[src/rtl/nf_dev_if_pkg.sv]
// rtl/nf_dev_if_pkg.sv - shared widths, NAND opcodes and FSM encodings for nf_dev_if
package nf_dev_if_pkg;

  localparam int NF_DAT_WID = 8;

  localparam logic [7:0] CMD_READ0 = 8'h00;
  localparam logic [7:0] CMD_READ1 = 8'h30;
  localparam logic [7:0] CMD_PROG0 = 8'h80;
  localparam logic [7:0] CMD_PROG1 = 8'h10;
  localparam logic [7:0] CMD_STAT  = 8'h70;
  localparam logic [7:0] CMD_RST   = 8'hFF;

  typedef enum logic [2:0] {
    ST_IDLE = 3'd0,
    ST_ADDR = 3'd1,
    ST_DIN  = 3'd2,
    ST_BUSY = 3'd3,
    ST_DOUT = 3'd4,
    ST_STAT = 3'd5
  } nf_state_t;

  // Where the FSM goes once the busy window expires
  typedef enum logic [1:0] {
    RET_IDLE = 2'd0,
    RET_DOUT = 2'd1,
    RET_PROG = 2'd2
  } busy_ret_t;

endpackage

[src/rtl/nf_strb_sync.sv]
// rtl/nf_strb_sync.sv - 2-flop synchronizer and edge detect for the NAND strobe/data group
module nf_strb_sync #(
  parameter int DAT_WID = 8
) (
  input  logic               clk,
  input  logic               rst_n,
  input  logic               nf_cle,
  input  logic               nf_ale,
  input  logic               nf_web,
  input  logic               nf_reb,
  input  logic [DAT_WID-1:0] nf_din,
  output logic               we_rise,
  output logic               re_fall,
  output logic               cle,
  output logic               ale,
  output logic [DAT_WID-1:0] din
);

  // Group packing: {cle, ale, web, reb, din}; strobes idle high
  localparam logic [DAT_WID+3:0] IDLE_V = {2'b00, 2'b11, {DAT_WID{1'b0}}};

  logic [DAT_WID+3:0] s1, s2;
  logic               web_d, reb_d;

  // Two-stage synchronizer for the whole group plus delayed strobes for edges
  always_ff @(posedge clk or negedge rst_n) begin
    if (!rst_n) begin
      s1    <= IDLE_V;
      s2    <= IDLE_V;
      web_d <= 1'b1;
      reb_d <= 1'b1;
    end else begin
      s1    <= {nf_cle, nf_ale, nf_web, nf_reb, nf_din};
      s2    <= s1;
      web_d <= s2[DAT_WID+1];
      reb_d <= s2[DAT_WID];
    end
  end

  // Edge events and aligned bus fields from the second stage
  always_comb begin
    we_rise = s2[DAT_WID+1] & ~web_d;
    re_fall = ~s2[DAT_WID] & reb_d;
    cle     = s2[DAT_WID+3];
    ale     = s2[DAT_WID+2];
    din     = s2[DAT_WID-1:0];
  end

endmodule

[src/rtl/nf_dev_if.sv]
// rtl/nf_dev_if.sv - NAND flash device-side bus decoder with busy timing and data/status output
module nf_dev_if
  import nf_dev_if_pkg::*;
#(
  parameter int DAT_WID  = NF_DAT_WID,
  parameter int COL_CYC  = 2,
  parameter int ROW_CYC  = 3,
  parameter int BUSY_CYC = 64,
  parameter int CNT_WID  = 14
) (
  input  logic                 clk,
  input  logic                 rst_n,
  input  logic                 nf_cle,
  input  logic                 nf_ale,
  input  logic                 nf_web,
  input  logic                 nf_reb,
  input  logic                 nf_wpb,
  input  logic [DAT_WID-1:0]   nf_din,
  output logic [DAT_WID-1:0]   nf_dout,
  output logic                 nf_dir,
  output logic                 nf_rb,
  output logic                 dev_cmd_vld,
  output logic [DAT_WID-1:0]   dev_cmd,
  output logic                 dev_addr_vld,
  output logic [8*COL_CYC-1:0] dev_col_addr,
  output logic [8*ROW_CYC-1:0] dev_row_addr,
  output logic [2:0]           dev_addr_cnt,
  output logic                 dev_wdat_vld,
  output logic [DAT_WID-1:0]   dev_wdat,
  output logic                 dev_rdat_rd,
  input  logic [DAT_WID-1:0]   dev_rdat,
  output logic [CNT_WID-1:0]   dev_dat_cnt,
  output logic                 dev_prog_done
);

  localparam int ADR_TOT = COL_CYC + ROW_CYC;
  localparam int BW      = $clog2(BUSY_CYC) + 1;

  nf_state_t state, state_nxt, stat_ret;
  busy_ret_t busy_ret;
  logic [BW-1:0] busy_cnt;

  logic we_rise, re_fall, s_cle, s_ale;
  logic [DAT_WID-1:0] s_din;

  logic busy, cmd_ev, ff_ev, cmd_ok, addr_ev, addr_take, addr_full, din_ev, re_ev, wdat_ok;
  logic addr_open, addr_drop;
  logic [2:0] addr_k, k_cur, k_new;
  logic [8*COL_CYC-1:0] col_nxt;
  logic [8*ROW_CYC-1:0] row_nxt;
  logic [DAT_WID-1:0] status;

  nf_strb_sync #(.DAT_WID(DAT_WID)) u_sync (
    .clk     (clk),
    .rst_n   (rst_n),
    .nf_cle  (nf_cle),
    .nf_ale  (nf_ale),
    .nf_web  (nf_web),
    .nf_reb  (nf_reb),
    .nf_din  (nf_din),
    .we_rise (we_rise),
    .re_fall (re_fall),
    .cle     (s_cle),
    .ale     (s_ale),
    .din     (s_din)
  );

  // Bus cycle classification, address byte placement and status byte
  always_comb begin
    busy      = (state == ST_BUSY);
    cmd_ev    = we_rise & s_cle & ~s_ale;
    ff_ev     = cmd_ev & (s_din == CMD_RST);
    cmd_ok    = cmd_ev & (~busy | ff_ev);
    addr_ev   = we_rise & s_ale & ~s_cle & ~busy;
    addr_take = addr_ev & ~addr_drop;
    din_ev    = we_rise & ~s_cle & ~s_ale & ~busy;
    re_ev     = re_fall & ~we_rise & ~busy;
    wdat_ok   = din_ev & nf_wpb &
                ((state == ST_DIN) || (state == ST_ADDR && dev_cmd == CMD_PROG0));
    k_cur     = addr_open ? addr_k : 3'd0;
    k_new     = (k_cur == 3'd7) ? 3'd7 : k_cur + 3'd1;
    addr_full = addr_take & (int'(k_new) == ADR_TOT);
    col_nxt   = addr_open ? dev_col_addr : '0;
    row_nxt   = addr_open ? dev_row_addr : '0;
    for (int i = 0; i < COL_CYC; i++)
      if (int'(k_cur) == i) col_nxt[8*i +: 8] = s_din[7:0];
    for (int i = 0; i < ROW_CYC; i++)
      if (int'(k_cur) == COL_CYC + i) row_nxt[8*i +: 8] = s_din[7:0];
    status    = {nf_wpb, ~busy, 1'b1, {(DAT_WID-3){1'b0}}};
  end

  // FSM state register
  always_ff @(posedge clk or negedge rst_n) begin
    if (!rst_n) state <= ST_IDLE;
    else        state <= state_nxt;
  end

  // FSM next-state decode
  always_comb begin
    state_nxt = state;
    if (cmd_ok) begin
      unique case (s_din)
        CMD_READ0: state_nxt = (state == ST_STAT && stat_ret == ST_DOUT) ? ST_DOUT : ST_ADDR;
        CMD_PROG0: state_nxt = ST_ADDR;
        CMD_READ1, CMD_PROG1, CMD_RST: state_nxt = ST_BUSY;
        CMD_STAT:  state_nxt = ST_STAT;
        default:   state_nxt = ST_IDLE;
      endcase
    end else if (busy) begin
      if (busy_cnt == '0) state_nxt = (busy_ret == RET_DOUT) ? ST_DOUT : ST_IDLE;
    end else if (state == ST_ADDR && dev_cmd == CMD_PROG0 && (addr_full || din_ev)) begin
      state_nxt = ST_DIN;
    end
  end

  // FSM outputs: pin direction and ready/busy
  always_comb begin
    nf_rb  = (state != ST_BUSY);
    nf_dir = (state == ST_DOUT) || (state == ST_STAT);
  end

  // Command, address, data and busy-timer datapath
  always_ff @(posedge clk or negedge rst_n) begin
    if (!rst_n) begin
      nf_dout <= '0;  dev_cmd_vld <= 1'b0;  dev_cmd <= '0;  dev_addr_vld <= 1'b0;
      dev_col_addr <= '0;  dev_row_addr <= '0;  dev_addr_cnt <= '0;  dev_wdat_vld <= 1'b0;
      dev_wdat <= '0;  dev_rdat_rd <= 1'b0;  dev_dat_cnt <= '0;  dev_prog_done <= 1'b0;
      addr_open <= 1'b0;  addr_drop <= 1'b0;  addr_k <= '0;
      busy_cnt <= '0;  busy_ret <= RET_IDLE;  stat_ret <= ST_IDLE;
    end else begin
      dev_cmd_vld   <= 1'b0;
      dev_addr_vld  <= 1'b0;
      dev_wdat_vld  <= 1'b0;
      dev_rdat_rd   <= 1'b0;
      dev_prog_done <= 1'b0;
      if (cmd_ok) begin
        dev_cmd     <= s_din;
        dev_cmd_vld <= 1'b1;
        dev_dat_cnt <= '0;
        addr_drop   <= 1'b0;
      end
      if (din_ev) addr_drop <= 1'b0;
      // Address bytes accumulate; phase closes when full or on the next command/data cycle
      if (addr_take) begin
        addr_k       <= k_new;
        dev_col_addr <= col_nxt;
        dev_row_addr <= row_nxt;
        if (addr_full) begin
          addr_open    <= 1'b0;
          addr_drop    <= 1'b1;
          dev_addr_vld <= 1'b1;
          dev_addr_cnt <= k_new;
        end else begin
          addr_open    <= 1'b1;
        end
      end else if (addr_open && (cmd_ok || din_ev)) begin
        addr_open    <= 1'b0;
        dev_addr_vld <= 1'b1;
        dev_addr_cnt <= addr_k;
      end
      if (ff_ev) begin
        dev_col_addr <= '0;
        dev_row_addr <= '0;
        dev_addr_cnt <= '0;
        addr_open    <= 1'b0;
        addr_drop    <= 1'b0;
        addr_k       <= '0;
      end
      if (wdat_ok) begin
        dev_wdat_vld <= 1'b1;
        dev_wdat     <= s_din;
        dev_dat_cnt  <= dev_dat_cnt + CNT_WID'(1);
      end
      if (re_ev && state == ST_DOUT) begin
        nf_dout     <= dev_rdat;
        dev_rdat_rd <= 1'b1;
        dev_dat_cnt <= dev_dat_cnt + CNT_WID'(1);
      end else if (re_ev && state == ST_STAT) begin
        nf_dout     <= status;
      end
      if (cmd_ok && (s_din == CMD_READ1 || s_din == CMD_PROG1 || s_din == CMD_RST)) begin
        busy_cnt <= BW'(BUSY_CYC - 1);
        busy_ret <= (s_din == CMD_READ1) ? RET_DOUT :
                    (s_din == CMD_PROG1) ? RET_PROG : RET_IDLE;
      end else if (busy && busy_cnt != '0) begin
        busy_cnt <= busy_cnt - BW'(1);
      end
      if (busy && !ff_ev && busy_cnt == '0 && busy_ret == RET_PROG) dev_prog_done <= 1'b1;
      if (cmd_ok && s_din == CMD_STAT && state != ST_STAT) stat_ret <= state;
    end
  end

endmodule

[config.mk]
export PLATFORM = sky130hd
export DESIGN_NAME = nf_dev_if
export DESIGN_NICKNAME = d
export VERILOG_FILES = /design/src/rtl/nf_dev_if_pkg.sv /design/src/rtl/nf_strb_sync.sv /design/src/rtl/nf_dev_if.sv
export SDC_FILE = /design/constraint.sdc
export NUM_CORES = 1
export LEC_CHECK = 0
export BUFFER_PORTS_ARGS = -buffer_cell sky130_fd_sc_hd__clkbuf_2
export CORE_MARGIN = 5
export CORE_UTILIZATION = 30
export CTS_CLUSTER_DIAMETER = 50
export DETAILED_ROUTE_END_ITERATION = 7
export GPL_ROUTABILITY_DRIVEN = 1
export RECOVER_POWER = 50
export SETUP_SLACK_MARGIN = 0.05
export SLEW_MARGIN = 40
export SYNTH_ARGS = -nofsm -noshare
export SYNTH_HDL_FRONTEND = slang
export SYNTH_SLANG_ARGS = --single-unit
[constraint.sdc]
create_clock -name clk -period 3.1 [get_ports clk]
set_input_delay 0.31 -clock clk [delete_from_list [all_inputs] [get_ports clk]]
set_output_delay 0.31 -clock clk [all_outputs]
set_load 0.01 [all_outputs]
# ---- Word level (Yosys, flattened, before mapping)
# Index checks and enable logic that the tools add are counted.
dict set report totals {
  reg_bits 132
  input_bits 23
  out_inout_bits 88
}
dict set report classes {
  n_addsub 3
  n_eq_ne 29
  muxes 51
  bitwise_logic 26
  reduce_logical 38
}
# cell count
set ops {}
lappend ops {{two-way mux 24 bit} 3}
lappend ops {{two-way mux 8 bit} 7}
lappend ops {{two-way mux 16 bit} 3}
lappend ops {{two-way mux 14 bit} 3}
lappend ops {{two-way mux 3 bit} 14}
lappend ops {{== test 3 bit, second input constant} 8}
lappend ops {{== test 8 bit, second input constant} 3}
lappend ops {{inequality test 3 x 2 -> 1 bit, second input constant} 7}
lappend ops {{AND 1 bit} 18}
lappend ops {{two-way mux 1 bit} 16}
lappend ops {{adder 14 x 1 -> 14 bit, second input constant} 1}
lappend ops {{two-way mux 7 bit} 2}
lappend ops {{AND reduction 2 bit} 7}
lappend ops {{logical AND 1 bit} 13}
lappend ops {{case mux 3 bit (4 select lines)} 1}
lappend ops {{== test 3 x 2 -> 1 bit, second input constant} 3}
lappend ops {{nonzero test 3 bit} 3}
lappend ops {{== test 8 x 5 -> 1 bit, second input constant} 1}
lappend ops {{== test 8 x 6 -> 1 bit, second input constant} 1}
lappend ops {{== test 8 x 7 -> 1 bit, second input constant} 1}
lappend ops {{zero test 8 bit} 1}
lappend ops {{zero test 7 bit} 1}
lappend ops {{inverter 1 bit} 7}
lappend ops {{nonzero test 7 bit} 1}
lappend ops {{14 further kinds} 22}

# ---- Logic depth before layout (Yosys ltp)
dict set report depth {
  word_depth 12
  depth_mapped 9
}

# ---- Hierarchy
# A second synthesis with hierarchy kept.
dict set report unflattened {
  hier_cells 465
  area_unflattened_um2 5516.5
}
# mod n_inst cells_each area_per_inst_um2 seq_area_each_um2
set modules_own_cells {}
lappend modules_own_cells {nf_dev_if 1 429 4770.8 2652.5}
lappend modules_own_cells {nf_strb_sync 1 36 745.7 658.1}

# ---- Worst setup path after synthesis
# Ideal clock, no wire load.
dict set report synth_path {
  path_type {flip-flop to flip-flop}
  startpoint {register addr_open}
  endpoint {register state[2]}
  setup_time_ns 0.125
  t_arrival_ns 2.169
  required_ns 2.975
  slack_ns 0.806
  path_stages_with_launch 10
  period_less_slack_ns 2.294
  cell_sequence {dfrtp_1 clkbuf_1 nand2_1 inv_1 ha_1 a21oi_1 nor4_4 nor2_2 o311ai_4 mux2_2}
}
dict set report synth_via {
  elab_chain_cells 9
  word_cells_on_any_way 10
}
# element line
set synth_lines {}
lappend synth_lines {{start, declared} nf_dev_if.sv:47} ;# logic addr_open, addr_drop;
lappend synth_lines {{start signal, assigned} nf_dev_if.sv:128} ;# addr_open <= 1'b0; addr_drop <= 1'b0; addr_k <= '0;
lappend synth_lines {{start signal, assigned} nf_dev_if.sv:149} ;# addr_open <= 1'b0;
lappend synth_lines {{start signal, assigned} nf_dev_if.sv:154} ;# addr_open <= 1'b1;
lappend synth_lines {{two-way mux 3 bit *} nf_dev_if.sv:80} ;# k_cur = addr_open ? addr_k : 3'd0;
lappend synth_lines {{adder 3 x 1 -> 3 bit or == test 3 bit (tied branches)} nf_dev_if.sv:81} ;# k_new = (k_cur == 3'd7) ? 3'd7 : k_cur + 3'd1;
lappend synth_lines {{two-way mux 3 bit *} nf_dev_if.sv:81}
lappend synth_lines {{== test 3 bit *} nf_dev_if.sv:82} ;# addr_full = addr_take & (int'(k_new) == ADR_TOT);
lappend synth_lines {{AND 1 bit *} nf_dev_if.sv:82}
lappend synth_lines {{logical OR 1 bit *} nf_dev_if.sv:111} ;# end else if (state == ST_ADDR && dev_cmd == CMD_PROG0 && (addr_full || din_ev)) begin
lappend synth_lines {{logical AND 1 bit *} nf_dev_if.sv:111}
lappend synth_lines {{nonzero test 3 bit (no source line) *} -}
lappend synth_lines {{AND reduction 2 bit (no source line) *} -}
lappend synth_lines {{end signal, assigned} nf_dev_if.sv:95} ;# else state <= state_nxt;
lappend synth_lines {{end, declared} nf_dev_if.sv:39} ;# nf_state_t state, state_nxt, stat_ret;
# Every way passes the cells marked *; elsewhere a longest branch is shown, timed or not.
# A chain may end at the register's enable or synchronous reset.

# ---- Worst setup path in the final report
# Same ends and word-level chain as after synthesis.

==> results.md <==
- The post-cts sizing count is 0.
- In the post-synthesis netlist, the biggest area contributors are sky130_fd_sc_hd__dfrtp_1 (57%), sky130_fd_sc_hd__a22o_1 (5.2%), sky130_fd_sc_hd__nand2_1 (5.2%).
- The count of cell types in the netlist is 63.
- met2 is the most crowded layer.
- The final-report max-slew violation count is between 70 and 80.
- The source-to-sink clock delay at the later pin of the worst-skew pair is 420 ps.
- The final hold violation count is 0.
- Across the whole layout, storage elements account for 3310 um2.
- The pre-antenna-repair detailed-routing pass consisted of 4 iterations.
- The vias after detailed routing is 4204.
- The top flip-flop cell by instance count after synthesis is sky130_fd_sc_hd__dfrtp_1.
- The total net switching power is 1.50 mW.
- Dividing the detail-routed via count by the number of cells gives roughly 5.0.
- The first global-routing pass estimated 24.2 mm of wire.
- sky130_fd_sc_hd__dfrtp_1 takes more of the synthesized area than any other cell.
- Clock tree synthesis selected as its root buffer the cell sky130_fd_sc_hd__clkbuf_16.
- The clock input transition at the sequential cells of the worst setup and hold paths is 60 ps.
- For this design the top-level I/O count stands at 111.
- For this configuration, the core starts out at a cell density of 30.7%.
- Data on the critical path arrives at its endpoint at between 2000 and 3000 ps.
- After the last flow step, the layout net total stands at 628.
- The worst path uses 81.4% of the clock period.
- The maximum operating frequency is 396 MHz.
- Per report_power, the clock group accounts for around two fifths of the total.
- The routed design has 14.8 mm of wire.
- The die is 146 um tall.
- The routing usage on met2 is 21.3%.
- The clock tree from TritonCTS is done.
- The floorplan step defined a core boundary enclosing 18100 um2.
- The area taken by multi-input logic gates is 2080 um2.
- The power density normalized to cell area is 713 nW/um2.
- The internal power of the cells totals ~3.5 mW.
- The number of antenna violations at the first check in global routing is 0.
- The count of warnings emitted by yosys is 0.
- The average instance area after synthesis is 11.8 um2.
- The met1 capacity usage during global routing is around a fifth.
- The clock period minus worst slack is 2520 ps.
- The top cell types in the final layout, fill and taps aside, are sky130_fd_sc_hd__dfrtp_1 (126), sky130_fd_sc_hd__clkbuf_2 (89), sky130_fd_sc_hd__nand2_1 (77).
- Routability-driven placement finished with a final weighted congestion of 0.793.
- In the final routed layout, each cell accounts on average for 17.7 um.
- The diode insertion count for antenna repair is 0.
- The share of the Yosys chip area taken by registers is 59.6%.
- Summed over all cells, the static leakage comes to 3.36 nW.
- The number of buffers added by the clock tree synthesis step is 17.
- The synthesized instance count is 469.
- The area growth from synthesis to final layout is 27.1%.
- The global-route total usage across every layer is between 10% and 20%.
- The remaining max-slew budget at the tightest pin is -24.5%.
- The via count of the first global-routing pass came to 4337.
- The area share of the largest cell type after synthesis is 56.8%.
- The count of unresolved DRC violations after routing is 0.
- STA puts the critical path data required time at between 3000 and 4000 ps.
- The number of enable-type register cells in the synthesized netlist is 0.
- The setup TNS is 0 ps.
- Max-cap violations in this run came to 1.
- The clock skew is approximately 12 ps.
- For met3 alone, demand over resource in global routing was 5.45%.
- The fraction of power consumed by sequential logic is 43.1%.
- The clock net in this run drives a total of 132 sinks.
- Of all flip-flops after synthesis, the portion carrying an async set or reset was 100%.
- Global routing finished with a remaining overflow of 0.
- The net count after synthesis is roughly 500.
- The critical setup path kind is flop to flop.
- The type of destination of the critical path is a flop.
- Net switching is 29.8% of the power.
- The synthesized design contains approximately 130 register bits.
- The clock tree synthesis step divided the H-tree into 4 levels.
- The residual antenna-violating net count after detailed routing is 0.
- The library cell used most frequently in the layout, excluding fill and tap cells, is sky130_fd_sc_hd__dfrtp_1.
- The die covers 21300 um2.
- The post-synthesis instance area is 5550 um2.
- The transition time at the pin with the least slew margin is roughly 1900 ps.
- The horizontal die dimension is 146 um.
- The clock passes through at most 2 buffers.
- The maximum fanout along the worst path is 12.
- The worst-case IR drop observed on VDD is slightly below 0.4 mV.
- The power share of the combinational group is 16.7%.
- The layout cell share with drive strength beyond 1 is 27.9%.
- The layout has approximately 1700 filler cells.
- The run finished, with violations left.
- The path class of the tightest hold or removal check is primary input to flop.
- The final reports fail on capacitance limit, slew limit.
- Setup repair after global routing left no endpoint under its margin.
- The detailed router finished its first iteration with 220 violations.
- During placement, the flow inserted port buffers numbering 110.
- Entering global routing, the biggest net connects 74 pins.
- The final setup violation count is 0.
- The row count is 49.
- Final hold analysis gives a worst-case slack of 39.6 ps.
- The total half-perimeter wirelength after legalization and detailed placement is roughly 10 mm.
- The worst setup slack for register-to-register paths is 580 ps.
- STA classifies the critical path startpoint as a flop.
-- layout make-up --
type	instances	share of cell area (%)
flip-flops and latches	132	46.9
clock buffers	17	6.03
repair buffers	130	10.2
clock inverters	14	2.32
well taps	229	4.06
multi-input cells	303	29.5
inverters	14	0.958
-- worst max-delay path, stage by stage, from the launching register on --
cell	delay [ps]
sky130_fd_sc_hd__dfrtp_1	530
sky130_fd_sc_hd__nand2_1	180
sky130_fd_sc_hd__inv_1	110
sky130_fd_sc_hd__ha_1	290
sky130_fd_sc_hd__a21oi_1	110
sky130_fd_sc_hd__nor4_4	390
sky130_fd_sc_hd__nor2_2	100
sky130_fd_sc_hd__o311ai_4	320
sky130_fd_sc_hd__mux2_2	370
-- cell families (layout without fill, tap and decap cells) --
logic type / Yosys count / count (layout) / synth area share (%)
simple gates: 174 / 174 / 17.6
flops: 132 / 132 / 59.6
compound gates: 92 / 92 / 12.4
buf+inv: 34 / 175 / 3.04
mux: 25 / 25 / 4.89
fa+ha+maj: 7 / 7 / 1.58
xor+xnor: 5 / 5 / 0.789
-- power groups by stage --
stage          combinational (mW)  sequential [mW]  clock (mW)
6_report                    0.842             2.17        2.02
5_1_grt                     0.936             2.21        2.15
3_5_place_dp                0.836             2.20           0
3_3_place_gp                0.820             2.18           0
4_1_cts                     0.858             2.17        2.06
2_1_floorplan               0.427             2.21           0
-- cells in the mapped netlist (all sizes together) (3+ instances only) --
library cell and n:
o2bb2ai 3, nor2 13, a22o 33, or4 3
nor3b 6, or3 3, nand3 18, o21ai 20
a31oi 5, inv 13, dfrtp 126, nor4 6
a31o 3, clkbuf 14, nor3 12, xor2 3
and3 4, mux2i 8, and2 3, buf 6
a21oi 15, nor4b 4, dfstp 6, nand4 11
ha 7, mux2 17, nand2 77
-- repair_timing --
item	4_1_cts	5_1_grt
endpoints found under the hold margin	81	0
endpoints found under the setup margin	0	0
hold buffers	12	0
setup buffers	0	0
-- flip-flops by register name (all words and copies together), names as in the netlist, 7 cells and up --
register / count
u_sync.s1: 12
busy_cnt: 7
dev_wdat: 8
dev_row_addr: 24
nf_dout: 8
u_sync.s2: 12
dev_dat_cnt: 14
dev_col_addr: 16
dev_cmd: 8
-- through the flow --
stage	utilization, %	power [mW]	worst slack (ps)	cell area [um2]	instances
2_1_floorplan	-	2.64	806	5550	469
3_3_place_gp	35.1	3.00	676	6340	795
3_5_place_dp	35.3	3.03	601	6380	796
4_1_cts	39.2	5.09	618	7090	839
5_1_grt	39.0	5.29	348	7060	839
6_report	39.0	5.03	577	7060	839
-- final timing paths --
kind                              start               end  depth (start not counted)
max in group asynchronous         rst_n        nf_dout[2]                          3
setup reg to reg              addr_open          state[2]                          8
min in group asynchronous         rst_n  dev_row_addr[20]                          2
hold / removal                nf_din[4]      u_sync.s1[4]                          1
setup / recovery              addr_open          state[2]                          8
hold reg to reg            u_sync.s1[3]      u_sync.s2[3]                          0
-- per-layer routing --
layer | wire (um) | up-vias
li1 | - | 1952
met1 | 6950 | 2110
met2 | 6570 | 123
met3 | 1080 | 19
met4 | 228 | 0
met5 | 0 | -
No activity file was read; power rests on OpenSTA's default activity.
